### src/rtl/muldiv_unit_pkg.sv
// Shared types for the iterative multiply/divide unit: operation encoding and FSM states.
package muldiv_unit_pkg;

  typedef enum logic [1:0] {
    MD_MULTU = 2'd0,
    MD_MULT  = 2'd1,
    MD_DIVU  = 2'd2,
    MD_DIV   = 2'd3
  } muldiv_op_t;

  typedef enum logic [1:0] {
    IDLE = 2'd0,
    CALC = 2'd1,
    DONE = 2'd2
  } muldiv_state_t;

endpackage

### src/rtl/muldiv_unit_step.sv
// One CALC cycle of the datapath: STEP shift-add (mul) or restoring (div) iterations on
// unsigned magnitudes held in {hi, lo}; opnd is the multiplicand or divisor.
module muldiv_unit_step #(
  parameter int WIDTH = 32,
  parameter int STEP  = 1
) (
  input  logic             is_div,
  input  logic [WIDTH-1:0] hi,
  input  logic [WIDTH-1:0] lo,
  input  logic [WIDTH-1:0] opnd,
  output logic [WIDTH-1:0] hi_nxt,
  output logic [WIDTH-1:0] lo_nxt
);

  logic [WIDTH-1:0] h;
  logic [WIDTH-1:0] l;
  logic [WIDTH:0]   t;

  always_comb begin
    h = hi;
    l = lo;
    t = '0;
    for (int i = 0; i < STEP; i++) begin
      if (is_div) begin
        // Shift the next dividend bit into the partial remainder; quotient bit fills lo[0].
        t = {h, l[WIDTH-1]};
        l = {l[WIDTH-2:0], 1'b0};
        if (t >= {1'b0, opnd}) begin
          t    = t - {1'b0, opnd};
          l[0] = 1'b1;
        end
        h = t[WIDTH-1:0];
      end else begin
        // lo holds the unconsumed multiplier bits; product bits shift in from the top.
        t = {1'b0, h} + (l[0] ? {1'b0, opnd} : {(WIDTH+1){1'b0}});
        l = {t[0], l[WIDTH-1:1]};
        h = t[WIDTH:1];
      end
    end
    hi_nxt = h;
    lo_nxt = l;
  end

endmodule

### src/rtl/muldiv_unit.sv
// Iterative MULT/MULTU/DIV/DIVU unit producing {hi,lo}; FSM IDLE -> CALC -> DONE with
// divide-by-zero early-out, flush abort and signed fixup on the final CALC cycle.
module muldiv_unit
  import muldiv_unit_pkg::*;
#(
  parameter int WIDTH = 32,
  parameter int STEP  = 1
) (
  input  logic             clk,
  input  logic             resetn,
  input  logic             flush,
  input  logic             req_valid,
  output logic             req_ready,
  input  muldiv_op_t       req_op,
  input  logic [WIDTH-1:0] req_a,
  input  logic [WIDTH-1:0] req_b,
  output logic             resp_valid,
  input  logic             resp_ready,
  output logic [WIDTH-1:0] resp_hi,
  output logic [WIDTH-1:0] resp_lo,
  output logic             busy,
  output muldiv_state_t    dbg_state
);

  localparam int N  = WIDTH / STEP;
  localparam int CW = $clog2(N + 1);
  localparam logic [CW-1:0] LAST = CW'(N - 1);

  // Handshakes: a transfer happens on a rising edge where valid and ready are both high;
  // valid never waits on ready, and the resp payload stays stable while resp_valid is high.

  muldiv_state_t    state, state_nxt;
  logic [CW-1:0]    cnt;
  logic [WIDTH-1:0] hi_q, lo_q, opnd_q;
  logic             is_div_q, neg_q_q, neg_r_q;
  logic [WIDTH-1:0] step_hi, step_lo, fix_hi, fix_lo;
  logic [2*WIDTH-1:0] prod;
  logic             accept, a_neg, b_neg, div0;
  logic [WIDTH-1:0] a_mag, b_mag;

  assign accept = req_valid & req_ready;
  assign a_neg  = req_op[0] & req_a[WIDTH-1];
  assign b_neg  = req_op[0] & req_b[WIDTH-1];
  assign a_mag  = a_neg ? -req_a : req_a;
  assign b_mag  = b_neg ? -req_b : req_b;
  assign div0   = req_op[1] & (req_b == '0);

  always_ff @(posedge clk or negedge resetn) begin
    if (!resetn) state <= IDLE;
    else         state <= state_nxt;
  end

  always_comb begin
    state_nxt = state;
    case (state)
      IDLE: if (flush)       state_nxt = IDLE;
            else if (accept) state_nxt = div0 ? DONE : CALC;
      CALC: if (flush)             state_nxt = IDLE;
            else if (cnt == LAST)  state_nxt = DONE;
      DONE: if (flush)             state_nxt = IDLE;
            else if (accept)       state_nxt = div0 ? DONE : CALC;
            else if (resp_ready)   state_nxt = IDLE;
      default: state_nxt = IDLE;
    endcase
  end

  always_comb begin
    req_ready  = ~flush & ((state == IDLE) | ((state == DONE) & resp_ready));
    resp_valid = (state == DONE);
    busy       = (state != IDLE);
    resp_hi    = (state == DONE) ? hi_q : '0;
    resp_lo    = (state == DONE) ? lo_q : '0;
    dbg_state  = state;
  end

  muldiv_unit_step #(.WIDTH(WIDTH), .STEP(STEP)) u_step (
    .is_div (is_div_q),
    .hi     (hi_q),
    .lo     (lo_q),
    .opnd   (opnd_q),
    .hi_nxt (step_hi),
    .lo_nxt (step_lo)
  );

  // Quotient sign follows a^b, remainder follows the dividend; products negate as a whole.
  assign prod = {step_hi, step_lo};
  always_comb begin
    if (is_div_q) begin
      fix_lo = neg_q_q ? -step_lo : step_lo;
      fix_hi = neg_r_q ? -step_hi : step_hi;
    end else begin
      {fix_hi, fix_lo} = neg_q_q ? -prod : prod;
    end
  end

  always_ff @(posedge clk or negedge resetn) begin
    if (!resetn) begin
      cnt      <= '0;
      hi_q     <= '0;
      lo_q     <= '0;
      opnd_q   <= '0;
      is_div_q <= 1'b0;
      neg_q_q  <= 1'b0;
      neg_r_q  <= 1'b0;
    end else if (accept) begin
      cnt      <= '0;
      is_div_q <= req_op[1];
      neg_q_q  <= a_neg ^ b_neg;
      neg_r_q  <= a_neg;
      if (div0) begin
        hi_q <= req_a;
        lo_q <= '1;
      end else if (req_op[1]) begin
        hi_q   <= '0;
        lo_q   <= a_mag;
        opnd_q <= b_mag;
      end else begin
        hi_q   <= '0;
        lo_q   <= b_mag;
        opnd_q <= a_mag;
      end
    end else if (flush) begin
      cnt <= '0;
    end else if (state == CALC) begin
      if (cnt == LAST) begin
        cnt  <= '0;
        hi_q <= fix_hi;
        lo_q <= fix_lo;
      end else begin
        cnt  <= cnt + 1'b1;
        hi_q <= step_hi;
        lo_q <= step_lo;
      end
    end
  end

endmodule
### config.mk
export PLATFORM = sky130hd
export DESIGN_NAME = muldiv_unit
export DESIGN_NICKNAME = d
export VERILOG_FILES = /design/src/rtl/muldiv_unit_pkg.sv /design/src/rtl/muldiv_unit_step.sv /design/src/rtl/muldiv_unit.sv
export SDC_FILE = /design/constraint.sdc
export NUM_CORES = 1
export LEC_CHECK = 0
export BUFFER_PORTS_ARGS = -buffer_cell sky130_fd_sc_hd__buf_2
export CELL_PAD_IN_SITES_DETAIL_PLACEMENT = 2
export CELL_PAD_IN_SITES_GLOBAL_PLACEMENT = 2
export CORE_UTILIZATION = 35
export DETAILED_ROUTE_END_ITERATION = 8
export GPL_ROUTABILITY_DRIVEN = 0
export PLACE_DENSITY = 0.89
export SLEW_MARGIN = 20
export SYNTH_ARGS = -nofsm -noshare
export SYNTH_HDL_FRONTEND = slang
export SYNTH_SLANG_ARGS = --single-unit
### constraint.sdc
create_clock -name clk -period 6.05 [get_ports clk]
set_input_delay 0.605 -clock clk [delete_from_list [all_inputs] [get_ports clk]]
set_output_delay 0.605 -clock clk [all_outputs]
set_load 0.02 [all_outputs]
==> impl_metrics.ini <==
[floorplanning]
ios = 140
die-width_um = 202
core.rowCount = 72
die_y_um = 202
coreArea_mm2 = 0.0391
dieArea_mm2 = 0.0408
start_util = 0.358

[routing]
avgViaCountPerCell = 6.90
vias = 17500
drc_errors = 0
wl_met2_mm = 36.6
firstDrtPassIters = 5
wl_met3_mm = 7.23
drt-initial-drc-count = 1699
top_layer_used = met5
avgRoutedWirePerCell_um = 31.3
routedLengthMet1_mm = 30.0
ant_nets = 0
drt_wl_total_mm = 79.6

[place]
placed_cells = 2526
place_ws_ns = 0.189
io_buffers = 139
dpl.hpwl_mm = 56.3
place_area_mm2 = 0.0152

[layout]
num-fill-cells = 4610
regArea_mm2 = 0.00268
stdcell_count = 2544
area_growth_pct = 11.2
fin_util = 0.399
layout-drive-gt1-share = 0.126
design_area_mm2 = 0.0156
multi_input_area_mm2 = 0.0107
layout.nets = 2161

[setup_path]
worstPathArrival_ns = 6.30
slowest_delay_ns = 1.09
crit_required_ns = 6.28
start_kind = flop
rr_startpoint = opnd_q[18]
slowest_stage = nor4_1
crit_path_end = hi_q[18]
worstSetupPathType = reg2reg
cp-end-kind = flop
cp_common_cell = nor4_1
rr_endpoint = hi_q[18]
crit_start = opnd_q[18]
reg2reg_depth = 17
cp_max_fo = 11
reg2reg_slack_ns = -0.02
crit_chain = inv_1, ha_1, nand4_1, nor4_1, nand3_1, and3_1, buf_4, buf_4, a21oi_1, o31ai_2, nor4_1, nand3_1, nor4_1, nor2_1, o21ai_1, xnor2_1, o21ai_1

[outcome]
violations = negative setup slack
status = finished, violations left

[clock_network]
cts_num_sinks = 107
cts_buffers = 9
path_clk_slew_ns = 0.09
cts_hold_buf = 0
cts_tree = done
postCtsSetupRepairBufs = 0
htree_levels = 3
clockBufferDepth = 2
cts_resized = 2
clk-insertion-delay-late_ns = 0.39
root_buffer = clkbuf_16

[grt]
grt_pass1_wl_mm = 121
antenna_found_initial = 5
grt-ovfl-total = 0
grt_pass1_vias = 19100
grt_max_degree = 118
grtUsageTotal = 0.386

[pwr]
power_frac_clock = 0.099
p_comb_frac = 0.721
intPower_mw = 3.05
power_mw = 7.41
p_seq_frac = 0.181
power_density_mw_per_mm2 = 476
p_leak_nw = 6.67
p_sw_mw = 4.36
switching_share = 0.588
max-vdd-ir-drop_mv = 0.181

[timing]
setup_violations = 1
skew_ns = 0.0102
finalHoldViolCount = 0
final.period_utilization = 1.00
final.setup.tns_ns = -0.0244
drv_slew = 0
period_needed_ns = 6.07
grt_setup_unrepaired = no
fin_ws_ns = -0.0244
tightest_slew_ns = 1.27
hold_slack_ns = 0.356
fmax_ghz = 0.165
slew_headroom = 0.144

[yosys]
synth_cell_types = 90
synth_area_mm2 = 0.0140
synth_ff_type = dfrtp_1
synth-async-reset-ratio = 1.00
postSynthAreaPerCell_um2 = 7.18
synth_warnings = 0
syn_inst = 1951
synth_nets = 2093
synth-edff-count = 0
ys_seq_elements = 107
yosysSeqAreaShare = 0.191

[job]
drv_cap = 0

[worst_hold_path]
hp-class = in2async
==> routing by layer <==
metal / track usage / vias up
met5: 0 / -
met1: 0.455 / 8775
li1: - / 7216
met3: 0.0871 / 426
met4: 0.267 / 4
met2: 0.623 / 1121
==> cells by family (layout without fill, tap and decap cells) <==
kind of cell,after synthesis,after routing,synth area share
AO/OA/AOI/OAI,664,664,0.304
buffers and inverters,189,262,0.0544
AND/OR/NAND/NOR,714,714,0.253
XOR/XNOR,159,159,0.0994
multiplexers,47,47,0.0338
flip-flops,107,107,0.191
other,0,2,0
adder cells (fa/ha/maj),71,71,0.0645
==> how the worst min path moves through the flow <==
stage / end / slack, ns / cells past startpoint
finish: lo_q[24] / 0.36 / 1
global placement: opnd_q[22] / 0.48 / 2
detailed placement: opnd_q[1] / 0.51 / 2
CTS: lo_q[24] / 0.41 / 1
floorplan: cnt[0] / 0.31 / 0
global route: lo_q[24] / 0.44 / 1
==> placed cells by master, fill, tap and decap left out, types with 43 or more instances in the layout <==
cell,netlist,final
nor2_1,155,151
o21ai_0,193,193
buf_4,2,43
nor3_1,51,49
xor2_1,76,76
and2_1,106,106
xnor2_1,83,83
buf_2,12,137
ha_1,69,69
mux2i_1,45,45
inv_1,65,64
a21oi_1,159,157
nand2_1,204,204
dfrtp_1,107,106
==> synthesized netlist by cell type, drive strengths merged (42+ instances only) <==
library cell,instances,area share
nand2,205,0.055
o21ai,199,0.071
a21oi,159,0.057
nor2,157,0.043
and2,109,0.049
dfrtp,107,0.19
clkbuf,95,0.025
xnor2,83,0.052
xor2,76,0.048
ha,69,0.062
inv,65,0.017
nor3,52,0.019
mux2i,45,0.032
a31oi,42,0.019
==> layout make-up <==
| cell class | count | area share |
|---|---|---|
| inverter | 65 | 0.0157 |
| clock inverter | 4 | 0.00466 |
| sequential | 107 | 0.172 |
| timing repair buffer | 181 | 0.0654 |
| multi-input combinational | 1655 | 0.684 |
| antenna | 2 | 0.000321 |
| clock buffer | 12 | 0.0165 |
| tap | 518 | 0.0416 |
==> power groups by stage <==
stage          Sequential [mW]  Combinational [mW]  Clock, mW
2_1_floorplan             1.11                3.33          0
6_report                  1.34                5.34      0.731
5_1_grt                   1.35                5.55      0.742
3_5_place_dp              1.31                4.80          0
3_3_place_gp              1.28                4.47          0
4_1_cts                   1.31                5.03      0.722
==> flip-flops by register name (all words and copies together) (netlist names) <==
name / cells
hi_q: 32
lo_q: 32
opnd_q: 32
cnt: 6
dbg_state: 2
is_div_q: 1
neg_q_q: 1
neg_r_q: 1
==> critical path, delay by kind of cell, from the launching register on <==
| kind | cells | cell delay, ns |
|---|---|---|
| AO/OA/AOI/OAI | 4 | 0.77 |
| XOR/XNOR | 1 | 0.16 |
| adder cells (fa/ha/maj) | 1 | 0.47 |
| flip-flops | 1 | 0.56 |
| AND/OR/NAND/NOR | 8 | 3.39 |
| buffers and inverters | 3 | 0.53 |
Power figures use the tool's default switching activity.
